`config.mk`:
```
export PLATFORM = sky130hd
export DESIGN_NAME = shift_reg_bank_flat
export DESIGN_NICKNAME = d
export VERILOG_FILES = /design/src/rtl/shift_reg_bank_pkg.sv /design/src/rtl/shift_reg_bank_if.sv /design/src/rtl/shift_reg_bank_shift_stage.sv /design/src/rtl/shift_reg_bank.sv /design/src/flat_wrapper.sv
export SDC_FILE = /design/constraint.sdc
export NUM_CORES = 1
export LEC_CHECK = 0
export BUFFER_PORTS_ARGS = -buffer_cell sky130_fd_sc_hd__buf_2
export CAP_MARGIN = 20
export CORE_ASPECT_RATIO = 1.1
export CORE_MARGIN = 5
export CORE_UTILIZATION = 45
export CTS_BUF_LIST = sky130_fd_sc_hd__clkbuf_4 sky130_fd_sc_hd__clkbuf_8
export CTS_CLUSTER_DIAMETER = 60
export DETAILED_ROUTE_END_ITERATION = 7
export GPL_TIMING_DRIVEN = 0
export PLACE_DENSITY = 0.83
export SETUP_SLACK_MARGIN = 0.15
export SLEW_MARGIN = 25
export SYNTH_ARGS = -nofsm -noshare
export SYNTH_HDL_FRONTEND = slang
export SYNTH_SLANG_ARGS = --single-unit
```
`constraint.sdc`:
```
create_clock -name clk -period 2.25 [get_ports clk]
set_input_delay 0.45 -clock clk [delete_from_list [all_inputs] [get_ports clk]]
set_output_delay 0.45 -clock clk [all_outputs]
set_load 0.01 [all_outputs]
```
`src/rtl/shift_reg_bank_pkg.sv`:
```
// shift_reg_bank_pkg
//   Shared definitions for the shift_reg_bank register bank.
//   mode_e : per-edge operation selected by the 2-bit mode input
//            (hold / forward shift / reverse shift / parallel load).
package shift_reg_bank_pkg;

  typedef enum logic [1:0] {
    MODE_HOLD = 2'b00,
    MODE_FWD  = 2'b01,
    MODE_REV  = 2'b10,
    MODE_LOAD = 2'b11
  } mode_e;

endpackage : shift_reg_bank_pkg

```
`src/rtl/shift_reg_bank_if.sv`:
```
// shift_reg_bank_if
//   Control/data bundle for shift_reg_bank.
//   master modport : block driving the bank (en, clr, mode, sin_fwd, sin_rev, pload)
//   slave  modport : the bank itself (q_fwd, q_rev, v_fwd, v_rev, count, full, empty)
//   Optional: SHIFT_REG_BANK_TAP_EN adds taps / tap_valid (per-stage data and valid).
interface shift_reg_bank_if #(
  parameter int unsigned WIDTH = 8,
  parameter int unsigned DEPTH = 4
);

  localparam int unsigned CW = $clog2(DEPTH + 1);

  logic                    en;
  logic                    clr;
  logic [1:0]              mode;
  logic [WIDTH-1:0]        sin_fwd;
  logic [WIDTH-1:0]        sin_rev;
  logic [WIDTH*DEPTH-1:0]  pload;

  logic [WIDTH-1:0]        q_fwd;
  logic [WIDTH-1:0]        q_rev;
  logic                    v_fwd;
  logic                    v_rev;
  logic [CW-1:0]           count;
  logic                    full;
  logic                    empty;
`ifdef SHIFT_REG_BANK_TAP_EN
  logic [WIDTH*DEPTH-1:0]  taps;
  logic [DEPTH-1:0]        tap_valid;
`endif

  modport master (
    output en, clr, mode, sin_fwd, sin_rev, pload,
    input  q_fwd, q_rev, v_fwd, v_rev, count, full, empty
`ifdef SHIFT_REG_BANK_TAP_EN
    , input taps, tap_valid
`endif
  );

  modport slave (
    input  en, clr, mode, sin_fwd, sin_rev, pload,
    output q_fwd, q_rev, v_fwd, v_rev, count, full, empty
`ifdef SHIFT_REG_BANK_TAP_EN
    , output taps, tap_valid
`endif
  );

endinterface : shift_reg_bank_if

```
`src/rtl/shift_reg_bank_shift_stage.sv`:
```
// shift_stage
//   One data+valid stage of shift_reg_bank: D-register with async active-low
//   reset, synchronous clear, clock enable and a 4-way next-state mux.
//   Ports:
//     clk, rst_n          clock, async active-low reset
//     clr_i               synchronous clear (beats en_i and mode_i)
//     en_i                clock enable (0 = hold)
//     mode_i              hold / take fwd neighbour / take rev neighbour / load
//     fwd_data_i/valid_i  lower-index neighbour (or sin_fwd at stage 0)
//     rev_data_i/valid_i  higher-index neighbour (or sin_rev at last stage)
//     load_data_i         parallel-load word for this stage
//     data_o, valid_o     registered stage contents
module shift_stage
  import shift_reg_bank_pkg::*;
#(
  parameter int unsigned WIDTH = 8
) (
  input  logic             clk,
  input  logic             rst_n,
  input  logic             clr_i,
  input  logic             en_i,
  input  mode_e            mode_i,
  input  logic [WIDTH-1:0] fwd_data_i,
  input  logic             fwd_valid_i,
  input  logic [WIDTH-1:0] rev_data_i,
  input  logic             rev_valid_i,
  input  logic [WIDTH-1:0] load_data_i,
  output logic [WIDTH-1:0] data_o,
  output logic             valid_o
);

  logic [WIDTH-1:0] data_q, data_d;
  logic             valid_q, valid_d;

  always_comb begin
    data_d  = data_q;
    valid_d = valid_q;
    if (clr_i) begin
      data_d  = '0;
      valid_d = 1'b0;
    end else if (en_i) begin
      unique case (mode_i)
        MODE_FWD: begin
          data_d  = fwd_data_i;
          valid_d = fwd_valid_i;
        end
        MODE_REV: begin
          data_d  = rev_data_i;
          valid_d = rev_valid_i;
        end
        MODE_LOAD: begin
          data_d  = load_data_i;
          valid_d = 1'b1;
        end
        default: begin
          data_d  = data_q;
          valid_d = valid_q;
        end
      endcase
    end
  end

  always_ff @(posedge clk or negedge rst_n) begin
    if (!rst_n) begin
      data_q  <= '0;
      valid_q <= 1'b0;
    end else begin
      data_q  <= data_d;
      valid_q <= valid_d;
    end
  end

  assign data_o  = data_q;
  assign valid_o = valid_q;

endmodule : shift_stage

```
`src/rtl/shift_reg_bank.sv`:
```
// shift_reg_bank
//   DEPTH-stage, WIDTH-bit register bank with per-stage valid tracking.
//   Modes: hold, forward shift (sin_fwd -> stage 0 -> ... -> stage DEPTH-1),
//   reverse shift (sin_rev -> stage DEPTH-1 -> ... -> stage 0), parallel load.
//   Ports:
//     clk, rst_n  clock, async active-low reset
//     bus         shift_reg_bank_if.slave:
//                   in : en, clr, mode, sin_fwd, sin_rev, pload
//                   out: q_fwd (stage DEPTH-1), q_rev (stage 0), v_fwd, v_rev,
//                        count (popcount of valid), full, empty
//   Optional: SHIFT_REG_BANK_TAP_EN drives bus.taps / bus.tap_valid straight
//   from the stage registers.
module shift_reg_bank
  import shift_reg_bank_pkg::*;
#(
  parameter int unsigned WIDTH = 8,
  parameter int unsigned DEPTH = 4
) (
  input logic               clk,
  input logic               rst_n,
  shift_reg_bank_if.slave   bus
);

  localparam int unsigned CW = $clog2(DEPTH + 1);

  logic [WIDTH-1:0] data_w [DEPTH];
  logic [DEPTH-1:0] valid_w;
  mode_e            mode;
  logic [CW-1:0]    cnt;

  assign mode = mode_e'(bus.mode);

  for (genvar g = 0; g < DEPTH; g++) begin : g_stage
    logic [WIDTH-1:0] fwd_data;
    logic             fwd_valid;
    logic [WIDTH-1:0] rev_data;
    logic             rev_valid;

    // Boundary stages take the serial inputs, which always enter as valid.
    if (g == 0) begin : g_head
      assign fwd_data  = bus.sin_fwd;
      assign fwd_valid = 1'b1;
    end else begin : g_fwd_nb
      assign fwd_data  = data_w[g-1];
      assign fwd_valid = valid_w[g-1];
    end

    if (g == DEPTH - 1) begin : g_tail
      assign rev_data  = bus.sin_rev;
      assign rev_valid = 1'b1;
    end else begin : g_rev_nb
      assign rev_data  = data_w[g+1];
      assign rev_valid = valid_w[g+1];
    end

    shift_stage #(
      .WIDTH (WIDTH)
    ) u_stage (
      .clk         (clk),
      .rst_n       (rst_n),
      .clr_i       (bus.clr),
      .en_i        (bus.en),
      .mode_i      (mode),
      .fwd_data_i  (fwd_data),
      .fwd_valid_i (fwd_valid),
      .rev_data_i  (rev_data),
      .rev_valid_i (rev_valid),
      .load_data_i (bus.pload[g*WIDTH +: WIDTH]),
      .data_o      (data_w[g]),
      .valid_o     (valid_w[g])
    );

`ifdef SHIFT_REG_BANK_TAP_EN
    assign bus.taps[g*WIDTH +: WIDTH] = data_w[g];
    assign bus.tap_valid[g]           = valid_w[g];
`endif
  end

  always_comb begin
    cnt = '0;
    for (int unsigned i = 0; i < DEPTH; i++) begin
      cnt = cnt + CW'(valid_w[i]);
    end
  end

  assign bus.q_fwd = data_w[DEPTH-1];
  assign bus.q_rev = data_w[0];
  assign bus.v_fwd = valid_w[DEPTH-1];
  assign bus.v_rev = valid_w[0];
  assign bus.count = cnt;
  assign bus.full  = (cnt == CW'(DEPTH));
  assign bus.empty = (cnt == '0);

endmodule : shift_reg_bank

```
`src/flat_wrapper.sv`:
```
// flat-port wrapper written by rule: the top's interface ports become plain ports
module shift_reg_bank_flat import shift_reg_bank_pkg::*;
#(
  parameter int unsigned WIDTH = 8,
  parameter int unsigned DEPTH = 4
)
  (clk, rst_n, bus_en, bus_clr, bus_mode, bus_sin_fwd, bus_sin_rev, bus_pload, bus_q_fwd, bus_q_rev, bus_v_fwd, bus_v_rev, bus_count, bus_full, bus_empty);
  shift_reg_bank_if #(.WIDTH(WIDTH), .DEPTH(DEPTH)) bus_i ();
  input logic clk;
  input logic rst_n;
  input wire logic [$bits(bus_i.en)-1:0] bus_en;
  input wire logic [$bits(bus_i.clr)-1:0] bus_clr;
  input wire logic [$bits(bus_i.mode)-1:0] bus_mode;
  input wire logic [$bits(bus_i.sin_fwd)-1:0] bus_sin_fwd;
  input wire logic [$bits(bus_i.sin_rev)-1:0] bus_sin_rev;
  input wire logic [$bits(bus_i.pload)-1:0] bus_pload;
  output wire logic [$bits(bus_i.q_fwd)-1:0] bus_q_fwd;
  output wire logic [$bits(bus_i.q_rev)-1:0] bus_q_rev;
  output wire logic [$bits(bus_i.v_fwd)-1:0] bus_v_fwd;
  output wire logic [$bits(bus_i.v_rev)-1:0] bus_v_rev;
  output wire logic [$bits(bus_i.count)-1:0] bus_count;
  output wire logic [$bits(bus_i.full)-1:0] bus_full;
  output wire logic [$bits(bus_i.empty)-1:0] bus_empty;
  assign bus_i.en = bus_en;
  assign bus_i.clr = bus_clr;
  assign bus_i.mode = bus_mode;
  assign bus_i.sin_fwd = bus_sin_fwd;
  assign bus_i.sin_rev = bus_sin_rev;
  assign bus_i.pload = bus_pload;
  assign bus_q_fwd = bus_i.q_fwd;
  assign bus_q_rev = bus_i.q_rev;
  assign bus_v_fwd = bus_i.v_fwd;
  assign bus_v_rev = bus_i.v_rev;
  assign bus_count = bus_i.count;
  assign bus_full = bus_i.full;
  assign bus_empty = bus_i.empty;
  shift_reg_bank #(.WIDTH(WIDTH), .DEPTH(DEPTH)) u_core (.clk(clk), .rst_n(rst_n), .bus(bus_i));
endmodule
```
# Yosys cells after proc, flatten, opt, wreduce, memory -nomap -nowiden
# Cells that the tools add are included.
# Widths: inputs -> output; s select.
[word_totals]
input_bits = 54
wordCells = 49
reg_bits = 36
out_inout_bits = 23
[classes]
n_reduce_logical = 10
addsub = 3
n_eq_ne = 4
mux = 24
[ops]
columns = ["op", "n"]
rows = [
  ["$pmux 8 s3", 4],
  ["$mux 8", 8],
  ["$mux 1", 8],
  ["$add 3x1->3", 2],
  ["$pmux 1 s3", 2],
  ["$reduce_and 2->1", 3],
  ["$reduce_bool 3->1", 2],
  ["$eq 2x2->1 const B", 2],
  ["$pmux 1 s2", 2],
  ["$reduce_bool 4->1", 1],
  ["$reduce_or 2->1", 2],
  ["$eq 3x3->1 const B", 1],
  ["$logic_not 3->1", 1],
  ["$add 1x1->2", 1],
  ["$eq 2x1->1 const B", 1],
  ["$reduce_bool 2->1", 1],
]

# Depth between registers and ports, before layout
# Gate-level depths: netlist of the first run.
[depth]
ltp_word = 5
ltp_mapped = 8
mapped_depth_nobuf = 5

# Cells and area by module
# From an unflattened synthesis of the first run, not the netlist that was laid out.
[hier_totals]
hier_cells = 247
area_unflattened_um2 = 2552.4
[by_module_without_submodules]
columns = ["module", "area_per_inst_um2", "cells_each", "n_inst", "seq_area_each_um2"]
rows = [
  ["shift_stage", 615.6, 59, 4, 225.2],
  ["shift_reg_bank", 90.1, 11, 1, 0.0],
]

# Least setup slack after synthesis of the first run
# Ideal clock, no wire load.
[synth_path]
path_kind = "reg2out"
startpoint = "register u_core.g_stage[0].u_stage.valid_q"
endpoint = "output port bus_full"
n_path_buf = 0
stages_incl_launch_ff = 5
required_ns = 1.800
arrival_ns = 1.832
path_slack_ns = -0.032
cell_sequence = "dfrtp_1 > ha_1 > fa_1 > ha_1 > nor3b_1"
[synth_between]
elab_chain_cells = 4
[synth_rtl]
columns = ["element", "line_no", "rtl"]
rows = [
  ["start: declaration", "shift_reg_bank_shift_stage.sv:33", "logic valid_q, valid_d;"],
  ["start signal: assignment", "shift_reg_bank_shift_stage.sv:69", "valid_q <= valid_d;"],
  ["$add 1x1->2", "shift_reg_bank.sv:82", "cnt = cnt + CW'(valid_w[i]);"],
  ["$add 3x1->3 (2 in series)", "shift_reg_bank.sv:82", ""],
  ["net bus_count[1]", "flat_wrapper.sv:21", "output wire logic [$bits(bus_i.count)-1:0] bus_count;"],
  ["$eq 3x3->1", "shift_reg_bank.sv:91", "assign bus.full = (cnt == CW'(DEPTH));"],
  ["end: declaration", "flat_wrapper.sv:22", "output wire logic [$bits(bus_i.full)-1:0] bus_full;"],
]
# The timed path passes the listed nets, and every way through them passes these cells.

# Worst setup path after layout of the first run
[layout_path]
startpoint = "register u_core.g_stage[1].u_stage.valid_q"
endpoint = "output port bus_full"
[layout_between]
elab_chain_cells = 4
[layout_rtl]
columns = ["element", "line_no"]
rows = [
  ["start: declaration", "shift_reg_bank_shift_stage.sv:33"],
  ["start signal: assignment", "shift_reg_bank_shift_stage.sv:69"],
  ["$add 1x1->2", "shift_reg_bank.sv:82"],
  ["$add 3x1->3 (2 in series)", "shift_reg_bank.sv:82"],
  ["$eq 3x3->1", "shift_reg_bank.sv:91"],
]
# No other way between the ends.

==> results of run 1 <==
area by class of cell:
class,instances,area [sq um],area share (%)
Multi-Input combinational cell,158,1267,43.05
Sequential cell,36,900.9,30.60
Timing Repair Buffer,79,424.2,14.41
Buffer,27,145.1,4.930
Clock buffer,7,96.34,3.272
Tap cell,58,72.57,2.465
Clock inverter,1,30.03,1.020
Inverter,2,7.507,0.2550
registers in the layout, summed over array words and instances (netlist names):
signal / cells
u_core.g_stage.u_stage.data_o: 32
u_core.g_stage.u_stage.valid_o: 4
path summary, 6_finish.rpt:
check | start | slack, ns | endpoint
setup / recovery | u_core.g_stage[1].u_stage.valid_o | -0.08 | bus_full
hold / removal | rst_n | 0.25 | u_core.g_stage[3].u_stage.data_o[1]
setup reg to reg | u_core.g_stage[0].u_stage.valid_o | 0.95 | u_core.g_stage[1].u_stage.valid_o
hold reg to reg | u_core.g_stage[2].u_stage.data_o[2] | 0.60 | u_core.g_stage[3].u_stage.data_o[2]
max in group asynchronous | rst_n | 1.47 | u_core.g_stage[2].u_stage.data_o[4]
min in group clk | bus_sin_fwd[3] | 0.44 | u_core.g_stage[0].u_stage.data_o[3]
stage by stage:
stage          util, %  worst slack, ns  instances  area (sq um)  hold slack, ns
4_1_cts          58.73          -0.1143        366          2917          0.2830
2_1_floorplan        -           0.1610        223          2306          0.1544
5_1_grt          59.28          -0.1551        368          2944          0.3220
3_3_place_gp     55.45          0.09353        356          2754          0.5743
6_report         59.28         -0.08431        368          2944          0.2500
3_5_place_dp     55.45          0.07196        356          2754          0.5878
power by group through the flow:
stage / Sequential, mW / Clock [mW] / Combinational (mW)
3_5_place_dp: 0.768 / 0 / 0.495
4_1_cts: 0.756 / 0.641 / 0.508
2_1_floorplan: 0.766 / 0 / 0.315
5_1_grt: 0.765 / 0.668 / 0.582
3_3_place_gp: 0.767 / 0 / 0.481
6_report: 0.758 / 0.636 / 0.529
routing by layer:
| layer | GRT usage, % | up-vias | wire [um] |
|---|---|---|---|
| met5 | 0 | - | 0 |
| met4 | 7.344 | 0 | 123 |
| met3 | 4.077 | 13 | 553 |
| met2 | 37.28 | 107 | 3475 |
| met1 | 28.62 | 1096 | 2837 |
| li1 | - | 1045 | - |
cells by family (layout without fill, tap and decap cells):
group                    count (synthesis)  in the layout  share of synthesized area (%)
AO/OA/AOI/OAI                          100            100                          39.45
AND/OR/NAND/NOR                         50             50                          9.671
flip-flops                              36             36                          39.56
buffers and inverters                   29            116                          6.703
adder cells (fa/ha/maj)                  6              6                          3.626
multiplexers                             2              2                         0.9889
timing repair:
| item | in CTS | in global routing |
|---|---|---|
| pin swaps | 2 | 2 |
| gates cloned | 0 | 0 |
| resized for setup | 3 | 2 |
| setup buffers | 2 | 2 |
| endpoints found under the setup margin | 5 | 5 |
layout by cell type, fill, tap and decap left out, types with 2 or more instances in the layout:
| master | n |
|---|---|
| ha_4 | 2 |
| buf_6 | 7 |
| nor2_1 | 7 |
| a21oi_1 | 32 |
| dfrtp_1 | 36 |
| nor4b_1 | 2 |
| nor3b_1 | 2 |
| nand2_1 | 33 |
| inv_1 | 2 |
| buf_4 | 4 |
| a311oi_2 | 30 |
| a22oi_1 | 32 |
| buf_2 | 82 |
| nor4_1 | 2 |
| a311oi_1 | 2 |
| ha_1 | 3 |
| clkbuf_1 | 11 |
| mux2_1 | 2 |
| a211oi_1 | 2 |
| clkbuf_8 | 7 |
synthesized netlist by cell type:
cell / instances / share of area [%]
buf_6: 4 / 2.0
o31a_1: 1 / 0.38
ha_1: 5 / 2.7
a211oi_1: 2 / 0.66
clkbuf_2: 1 / 0.22
nor2_1: 7 / 1.2
dfrtp_1: 36 / 40
nand2_1: 33 / 5.4
buf_2: 10 / 2.2
nand2b_1: 1 / 0.27
inv_1: 2 / 0.33
and2_1: 1 / 0.27
nor3_1: 1 / 0.22
o22ai_1: 1 / 0.27
mux2_1: 2 / 0.99
a22oi_1: 32 / 11
clkbuf_1: 11 / 1.8
a311oi_2: 30 / 20
nor4b_1: 2 / 0.77
buf_1: 1 / 0.16
a311oi_1: 2 / 0.77
nor3b_1: 3 / 0.99
a21oi_1: 32 / 7.0
nor4_1: 2 / 0.55
fa_1: 1 / 0.88
==> impl_results.md, run 1 <==
* Outcome: finished with violations
* Failing checks: setup timing
* Clk pin slew, worst setup/hold paths at around 0.08 ns
* Placer congestion estimate at about 0.85
* Std cell rows at 27
* Yosys cell types at 25
* Die Ht at between 80 and 90 um
* Post-route minimum period at 2.334 ns
* Yosys warns at 0
* Pin count of the biggest net entering global routing at 37
* Core Box Area at between 4000 and 5000 sq um
* Latest clock arrival within the worst-skew pair at 0.29 ns
* DR vias at 2261
* Worst path most repeated cell: ha_4
* Dpl hpwl at between 4 and 5 mm
* Worst path depth at 5
* MaxCap Viol Count at 0
* Worst setup EP type: output port
* Final nets at ~370
* Post-DR wirelength/cell at approximately 19 um
* Psw at 0.5939 mW
* Die area at ~6600 sq um
* Final setup viols at 3
* Seq/Total Area, Yosys at between 30% and 40%
* Hold Fails Final Rpt at 0
* Vias in the first global route at around 2.4k
* Worst Setup Path Type: register to output port
* DR iter-0 viols at 219
* Max Buffers Root-to-Sink at 2
* Tot Pwr at between 1.5 and 2 mW
* RSZ-0062 raised after global routing: yes
* Number of top-level pins at 77
* Post-synth net total at 283
* # H-tree levels at 2
* Detailed Routing Iterations Pass 1 at 4
* Area Overhead vs Synth at 29.29%
* Cell Chain, Critical Path: ha_4, fa_2, ha_4, nor3b_4, buf_2
* Delay-heaviest family, CP: adder cells
* CP arrival at around 1.9 ns
* Initial antenna violation count at 0
* Die width at 77.83 um
* Buf/Inv on CP at 1
* Worst setup SP type: register
* Root buf cell: clkbuf_8
* Final period utilization at 103.7%
* Fin worst setup slack at -0.08431 ns
* Slew Viols, Final at 0
* Sw Ratio at between 30% and 40%
* Internal Power at between 1 and 1.5 mW
* First-pass GRT wire length at 11.81 mm
* DR vias/cell at a little over 6
* CTS sink cnt at 36
* Combinational power share at 27.5%
* CP max-delay cell: dfrtp_1
* Worst-path maximum fanout at 3
* Critical Path RT at approximately 1.8 ns
* Clk network pwr share at between 30% and 40%
* Hold buffers post-CTS at 0
* Filler cells at 427
* Worst slew pin tran at 0.8380 ns
* Mean area per synthesized cell at ~10 sq um
* Synth Cell Area at 2277 sq um
* Slowest stage delay, CP at around 0.4 ns
* Leak at approximately 1.3 nW
* Synthesized flop and latch total at 36
* Gr ovfl total at 0
* CTS tree: yes
* DRT antenna net count at 0
* Fmax at 428.4 MHz
* Worst r2r path cells at 4
* Headroom to the max-slew limit at 44.13%
* Diode count at 0
* Residual DRC at 0
* Port Buffers at 75
* Share of layout cells above drive strength 1 at 44.19%
* Hold Path Class: primary input to async pin
* Setup TNS at -0.1987 ns
* Sequential share of power at roughly two fifths
* Starting density of the core at 45.86%
* Setup Skew at between 0.003 and 0.004 ns
* WL final at about 7.0 mm
* Gr usage total at 22.22%
* Gate Count Post-Synth at 223
* CTS Buf Count at 5
* Maximum vdd drop at between 200 and 300 uV
* Power density over cell area at around 650 nW/um^2
No activity file was read; power rests on OpenSTA's default activity.
==> inputs of run 2 (changes only) <==
clock period = 2.2 ns   (was 2.25 ns; I/O delays follow)
==> run 2 against run 1 <==
The run still ends with setup timing left. Setup slack got worse by 0.078 ns. Clock power is 26% lower. Die area stayed put. Wire length up 0.16%. Combinational power increased by 2%. Count of clock-buffer cells in the layout decreased by 1. Highest routed layer unchanged.
==> impl_results.md, run 2 (same netlist as run 1, synthesis figures left out) <==
* Hold buffers post-CTS at 0 (unchanged)
* Multi-input gate area at 1267 sq um (unchanged)
* Post-DR wirelength/cell at 19.03 um (+0.16%)
* Critical Path RT at 1.76 ns (-0.04 ns)
* Die Ht at 84.61 um (unchanged)
* Detailed Routing Iterations Pass 1 at 4 (unchanged)
* CTS tree: yes
* Cell Chain, Critical Path: ha_4, fa_2, ha_4, nor3b_4, buf_2
* Gr usage total at 21.44% (-0.78 points)
* CTS Buf Count at 5 (unchanged)
* Fin Hold WS at 0.2280 ns (-0.02196 ns)
* Final nets at 370 (+0.27%)
* Vias in the first global route at 2321 (-1.4%)
* Headroom to the max-slew limit at 45.66% (+1.5 points)
* WL final at 7.002 mm (+0.16%)
* Latest clock arrival within the worst-skew pair at 0.30 ns (about the same)
* Worst slew pin tran at 0.8151 ns (-0.02289 ns)
* Filler cells at 435 (+1.9%)
* Final period utilization at 107.4%
* Failing checks: setup timing
* R2R Path End: u_core.g_stage[2].u_stage.valid_o
* Max reg flops at 32 (unchanged)
* Post-route minimum period at roughly 2.4 ns
* Maximum vdd drop at 299.9 uV (+0.35%)
* DR vias/cell at 6.052 (-1.5%)
* Power density over cell area at 615.9 nW/um^2 (-5.8%)
* Slowest stage delay, CP at 0.42 ns (about the same)
* CP max-delay cell: dfrtp_1
* CTS sink cnt at 36 (unchanged)
* Reg2reg start: u_core.g_stage[1].u_stage.valid_o
* Outcome: finished with violations
* Max Buffers Root-to-Sink at 2 (unchanged)
* Buf/Inv on CP at 1 (unchanged)
* Starting density of the core at 45.86% (unchanged)
* Placer congestion estimate at 0.8502 (about the same)
* First-pass GRT wire length at 11.54 mm (-2.3%)
* Worst setup SP type: register
* MaxCap Viol Count at 0 (unchanged)
* Setup Skew at 0.005553 ns (+0.001805 ns)
* Diode count at 0 (unchanged)
* Initial antenna violation count at 0 (unchanged)
* Hold Fails Final Rpt at 0 (unchanged)
* # H-tree levels at 2 (unchanged)
* Pin count of the biggest net entering global routing at 37 (unchanged)
* Final setup viols at 4 (+1)
* Delay-heaviest family, CP: adder cells
* Most common cell after layout, fill and taps aside: buf_2
* Port Buffers at 75 (unchanged)
* Die width at 77.83 um (unchanged)
* Number of top-level pins at 77 (unchanged)
* Worst Setup Path Type: register to output port
* Dpl hpwl at 5.088 mm (+2.5%)
* Fin worst setup slack at -0.1626 ns (-0.07832 ns)
* Commonest non-fill, non-tap cells in the layout: 82 x buf_2, 36 x dfrtp_1, 33 x nand2_1
* Fmax at approximately 420 MHz
* Leak at 1.243 nW (-1.1%)
* Std cell rows at 27 (unchanged)
* Worst setup EP type: output port
* Worst r2r path cells at 5 (+1)
* Worst setup startpoint: u_core.g_stage[1].u_stage.valid_o
* Slew Viols, Final at 0 (unchanged)
* Hold Path Class: primary input to async pin
* Worst reg2reg setup slack at 0.73 ns (-0.22 ns)
* Area Overhead vs Synth at 27.64%
* RSZ-0062 raised after global routing: yes
* DR iter-0 viols at 231 (+5.5%)
* Root buf cell: clkbuf_8
* Core Box Area at 4966 sq um (unchanged)
* Clk pin slew, worst setup/hold paths at 0.07 ns (about the same)
* Share of layout cells above drive strength 1 at 44.19% (unchanged)
* DR vias at 2227 (-1.5%)
* DRT antenna net count at 0 (unchanged)
* Setup crit end: bus_full
* Worst-path maximum fanout at 3 (unchanged)
* Die area at 6585 sq um (unchanged)
* Worst path most repeated cell: ha_4
* CP arrival at 1.92 ns (+0.04 ns)
* Residual DRC at 0 (unchanged)
* Core Util, Final at 58.53% (-0.76 points)
* Gr ovfl total at 0 (unchanged)
* Worst path depth at 5 (unchanged)
* FF+latch area at 900.9 sq um (unchanged)
==> run 2: cell count changes in the layout (fill, tap and decap cells not counted), sizes merged <==
cell | before | now
buf | 94 | 95
bufinv | 1 | 0
clkbuf | 19 | 18
clkinv | 0 | 1
==> run 2: timing repair <==
| action | 4_1_cts | 5_1_grt |
|---|---|---|
| endpoints found under the setup margin | 5 | 5 |
| pin swaps | 1 | 2 |
| gates resized for setup | 1 | 3 |
| setup buffers | 2 | 3 |
==> run 2: area by class of cell <==
class / instances / share of cell area [%]
repair buffers: 80 / 14.85
inverters: 2 / 0.2583
flip-flops and latches: 36 / 30.99
clock inverters: 1 / 0.1722
clock buffers: 6 / 2.626
plain buffers: 27 / 4.994
multi-input cells: 158 / 43.61
well taps: 58 / 2.497
==> run 2: routing by layer <==
layer | GRT usage (%) | routed length, um
met5 | 0 | 0
met4 | 7.500 | 110
met3 | 4.828 | 518
met2 | 35.54 | 3599
met1 | 27.22 | 2773
==> run 2: stage by stage <==
stage | setup TNS, ns | worst slack, ns | instance area (sq um) | cells | power [mW]
floorplan | 0 | 0.1802 | 2308 | 223 | 1.108
global placement | 0 | 0.1168 | 2756 | 356 | 1.278
detailed placement | 0 | 0.08997 | 2756 | 356 | 1.295
CTS | -0.2555 | -0.1385 | 2859 | 365 | 1.768
global route | -0.6361 | -0.2250 | 2907 | 368 | 1.880
finish | -0.4333 | -0.1626 | 2907 | 368 | 1.790
==> run 2: worst min path at each step <==
stage                                               end  slack, ns  cells after the start
finish              u_core.g_stage[3].u_stage.data_o[1]       0.23                      1
global route        u_core.g_stage[3].u_stage.data_o[1]       0.31                      1
CTS                 u_core.g_stage[0].u_stage.data_o[1]       0.27                      1
detailed placement  u_core.g_stage[3].u_stage.data_o[1]       0.59                      1
global placement    u_core.g_stage[3].u_stage.data_o[1]       0.58                      1
floorplan           u_core.g_stage[0].u_stage.data_o[0]       0.14                      0
==> run 2: power breakdown <==
group          switching (mW)  total, mW  leakage [nW]  internal, mW
clock network           0.243      0.471        0.0445         0.228
logic                   0.299      0.542         0.721         0.243
registers              0.0588      0.777         0.478         0.719
==> run 2: worst reg2reg max path, cell delays in order, from the launching register on <==
cell	delay (ns)
dfrtp_1	0.42
buf_4	0.15
buf_4	0.13
mux2_1	0.29
nor4b_1	0.26
nor4_1	0.09
==> inputs of run 3 (changes only) <==
clock period = 2.8 ns   (was 2.2 ns; I/O delays follow)
==> run 3 against run 2 <==
The flow now finishes without violations. Global-route usage decreased by 0.10 points. Final cell count down 0.54%. Non-clock buffer count down 3. Flip-flop and latch count stayed put. Clock skew rose by 0.0044 ns. First-iteration DRC count shrank 15%. Worst hold slack better by 0.12 ns. Sequential power decreased by 22%. Core utilization down 0.71 points. Power is 18% lower. Via count fell by 0.31%. Sequential share of layout area is 0.38 points higher.
==> impl_results.md, run 3 (same netlist as run 1, synthesis figures left out) <==
* Root buf cell: clkbuf_8
* Maximum vdd drop at 256.2 uV (-15%)
* Setup Skew at 0.009952 ns (+0.004399 ns)
* Filler cells at 445 (+2.3%)
* Placer congestion estimate at 0.8560 (+0.68%)
* Max reg flops at 32 (unchanged)
* Sw Ratio at 32.32% (-1.2 points)
* Clk network pwr share at 31.7% (+5.4 points)
* Post-DR wirelength/cell at 19.10 um (+0.37%)
* Port Buffers at 75 (unchanged)
* Commonest non-fill, non-tap cells in the layout: 85 x buf_2, 36 x dfrtp_1, 33 x nand2_1
* Initial antenna violation count at 0 (unchanged)
* Die area at 6585 sq um (unchanged)
* Slew Viols, Final at 0 (unchanged)
* Residual DRC at 0 (unchanged)
* Multi-input gate area at 1244 sq um (-1.9%)
* Headroom to the max-slew limit at 45.14% (-0.52 points)
* RSZ-0062 raised after global routing: no
* Final nets at 367 (-0.81%)
* MaxCap Viol Count at 0 (unchanged)
* Gr usage total at 21.34% (-0.10 points)
* DR iter-0 viols at 196 (-15%)
* DR vias at 2220 (-0.31%)
* Max Buffers Root-to-Sink at 2 (unchanged)
* Worst slew pin tran at 0.8229 ns (+0.007771 ns)
* Core Box Area at 4966 sq um (unchanged)
* Worst setup EP type: output port
* Pin count of the biggest net entering global routing at 37 (unchanged)
* Fin Hold WS at 0.3492 ns (+0.1211 ns)
* FF+latch area at 900.9 sq um (unchanged)
* Cell Chain, Critical Path: ha_1, fa_2, ha_4, nor3_1, buf_2
* # H-tree levels at 2 (unchanged)
* CTS Buf Count at 5 (unchanged)
* Worst-path maximum fanout at 3 (unchanged)
* Delay-heaviest family, CP: adder cells
* Vias in the first global route at 2295 (-1.1%)
* Hold Fails Final Rpt at 0 (unchanged)
* Diode count at 0 (unchanged)
* First-pass GRT wire length at 11.26 mm (-2.4%)
* Slowest stage delay, CP at 0.39 ns (-0.03 ns)
* Combinational power share at 27.0% (-3.3 points)
* Leak at 1.234 nW (-0.71%)
* Std cell rows at 27 (unchanged)
* Latest clock arrival within the worst-skew pair at 0.30 ns (about the same)
* Fmax at 399.8 MHz
* CP max-delay cell: dfrtp_1
* Post-route minimum period at between 2 and 3 ns
* CP arrival at 1.94 ns (+0.02 ns)
* DR vias/cell at 6.066 (+0.23%)
* Worst Setup Path Type: register to output port
* Area Overhead vs Synth at 26.10%
* Dpl hpwl at 5.004 mm (-1.7%)
* WL final at 6.990 mm (-0.17%)
* Hold buffers post-CTS at 0 (unchanged)
* Setup TNS at 0 ns (+0.4333 ns)
* Starting density of the core at 45.86% (unchanged)
* Power density over cell area at 513.1 nW/um^2 (-17%)
* Detailed Routing Iterations Pass 1 at 4 (unchanged)
* Number of top-level pins at 77 (unchanged)
* Clk pin slew, worst setup/hold paths at 0.07 ns (about the same)
* Internal Power at 0.9971 mW (-16%)
* Outcome: finished, final reports clean
* Buf/Inv on CP at 1 (unchanged)
* Critical Path RT at 2.24 ns (+0.48 ns)
* Share of layout cells above drive strength 1 at 43.18% (-1.0 points)
* Gr ovfl total at 0 (unchanged)
* Die width at 77.83 um (unchanged)
* Psw at 0.4762 mW (-21%)
* Sequential share of power at 41.3% (-2.1 points)
* Hold Path Class: primary input to async pin
* CTS sink cnt at 36 (unchanged)
* Die Ht at 84.61 um (unchanged)
* CTS tree: yes
* Final setup viols at 0 (-4)
* Worst setup SP type: register
* DRT antenna net count at 0 (unchanged)
* Final period utilization at between 80% and 90%
* Most common cell after layout, fill and taps aside: buf_2
[run 3: cell count changes in the layout (fill, tap and decap cells not counted)]
cell,previous run,this run
nor3_1,0,1
buf_4,5,2
clkinvlp_4,0,1
ha_1,3,4
clkbuf_4,1,0
ha_4,2,1
bufinv_16,0,1
nor3_2,1,0
nor3b_2,0,1
nor3b_4,1,0
buf_6,7,4
buf_2,82,85
[run 3: metrics by stage]
step	util, %	std cells	power (mW)	cell area (sq um)	worst slack, ns
after floorplan	-	223	0.8581	2277	0.4085
after detailed placement	54.88	356	1.004	2725	0.4252
after CTS	57.52	366	1.473	2856	0.1665
after global routing	57.82	366	1.543	2872	0.1973
final	57.82	366	1.473	2872	0.2986
after global placement	54.88	356	0.9908	2725	0.4809
[run 3: layer usage]
layer / wire length (um) / up-vias / track usage (%)
li1: - / 1036 / -
met1: 2972 / 1082 / 27.74
met2: 3374 / 93 / 34.24
met3: 535 / 9 / 5.365
met4: 108 / 0 / 7.500
met5: 0 / - / 0
[run 3: power groups by stage]
stage | clock network, mW | logic (mW) | registers (mW)
detailed placement | 0 | 0.386 | 0.618
global placement | 0 | 0.375 | 0.616
finish | 0.467 | 0.397 | 0.609
floorplan | 0 | 0.242 | 0.616
global route | 0.494 | 0.435 | 0.614
CTS | 0.472 | 0.395 | 0.606
[run 3: worst paths after layout]
path,end,start,depth (start not counted),slack (ns)
max,bus_empty,u_core.g_stage[0].u_stage.valid_o,5,0.30
min,u_core.g_stage[3].u_stage.data_o[5],rst_n,1,0.35
max reg2reg,u_core.g_stage[1].u_stage.valid_o,u_core.g_stage[0].u_stage.valid_o,4,1.46
min reg2reg,u_core.g_stage[3].u_stage.data_o[2],u_core.g_stage[2].u_stage.data_o[2],2,0.60
max in group asynchronous,u_core.g_stage[3].u_stage.data_o[6],rst_n,1,1.92
min in group clk,u_core.g_stage[0].u_stage.data_o[0],bus_sin_fwd[0],3,0.55
[run 3: timing repair]
item	4_1_cts	5_1_grt
gates resized for setup	1	2
setup endpoints to repair	2	2
hold endpoints to repair	0	0
buffers inserted	2	0
gates cloned	0	0
[run 3: cell type report]
type / instances / share of cell area (%)
tap: 58 / 2.527
inverter: 2 / 0.2614
clock inverter: 3 / 1.481
sequential: 36 / 31.37
timing repair buffer: 77 / 13.59
multi-input combinational: 158 / 43.31
buffer: 27 / 5.054
clock buffer: 5 / 2.397
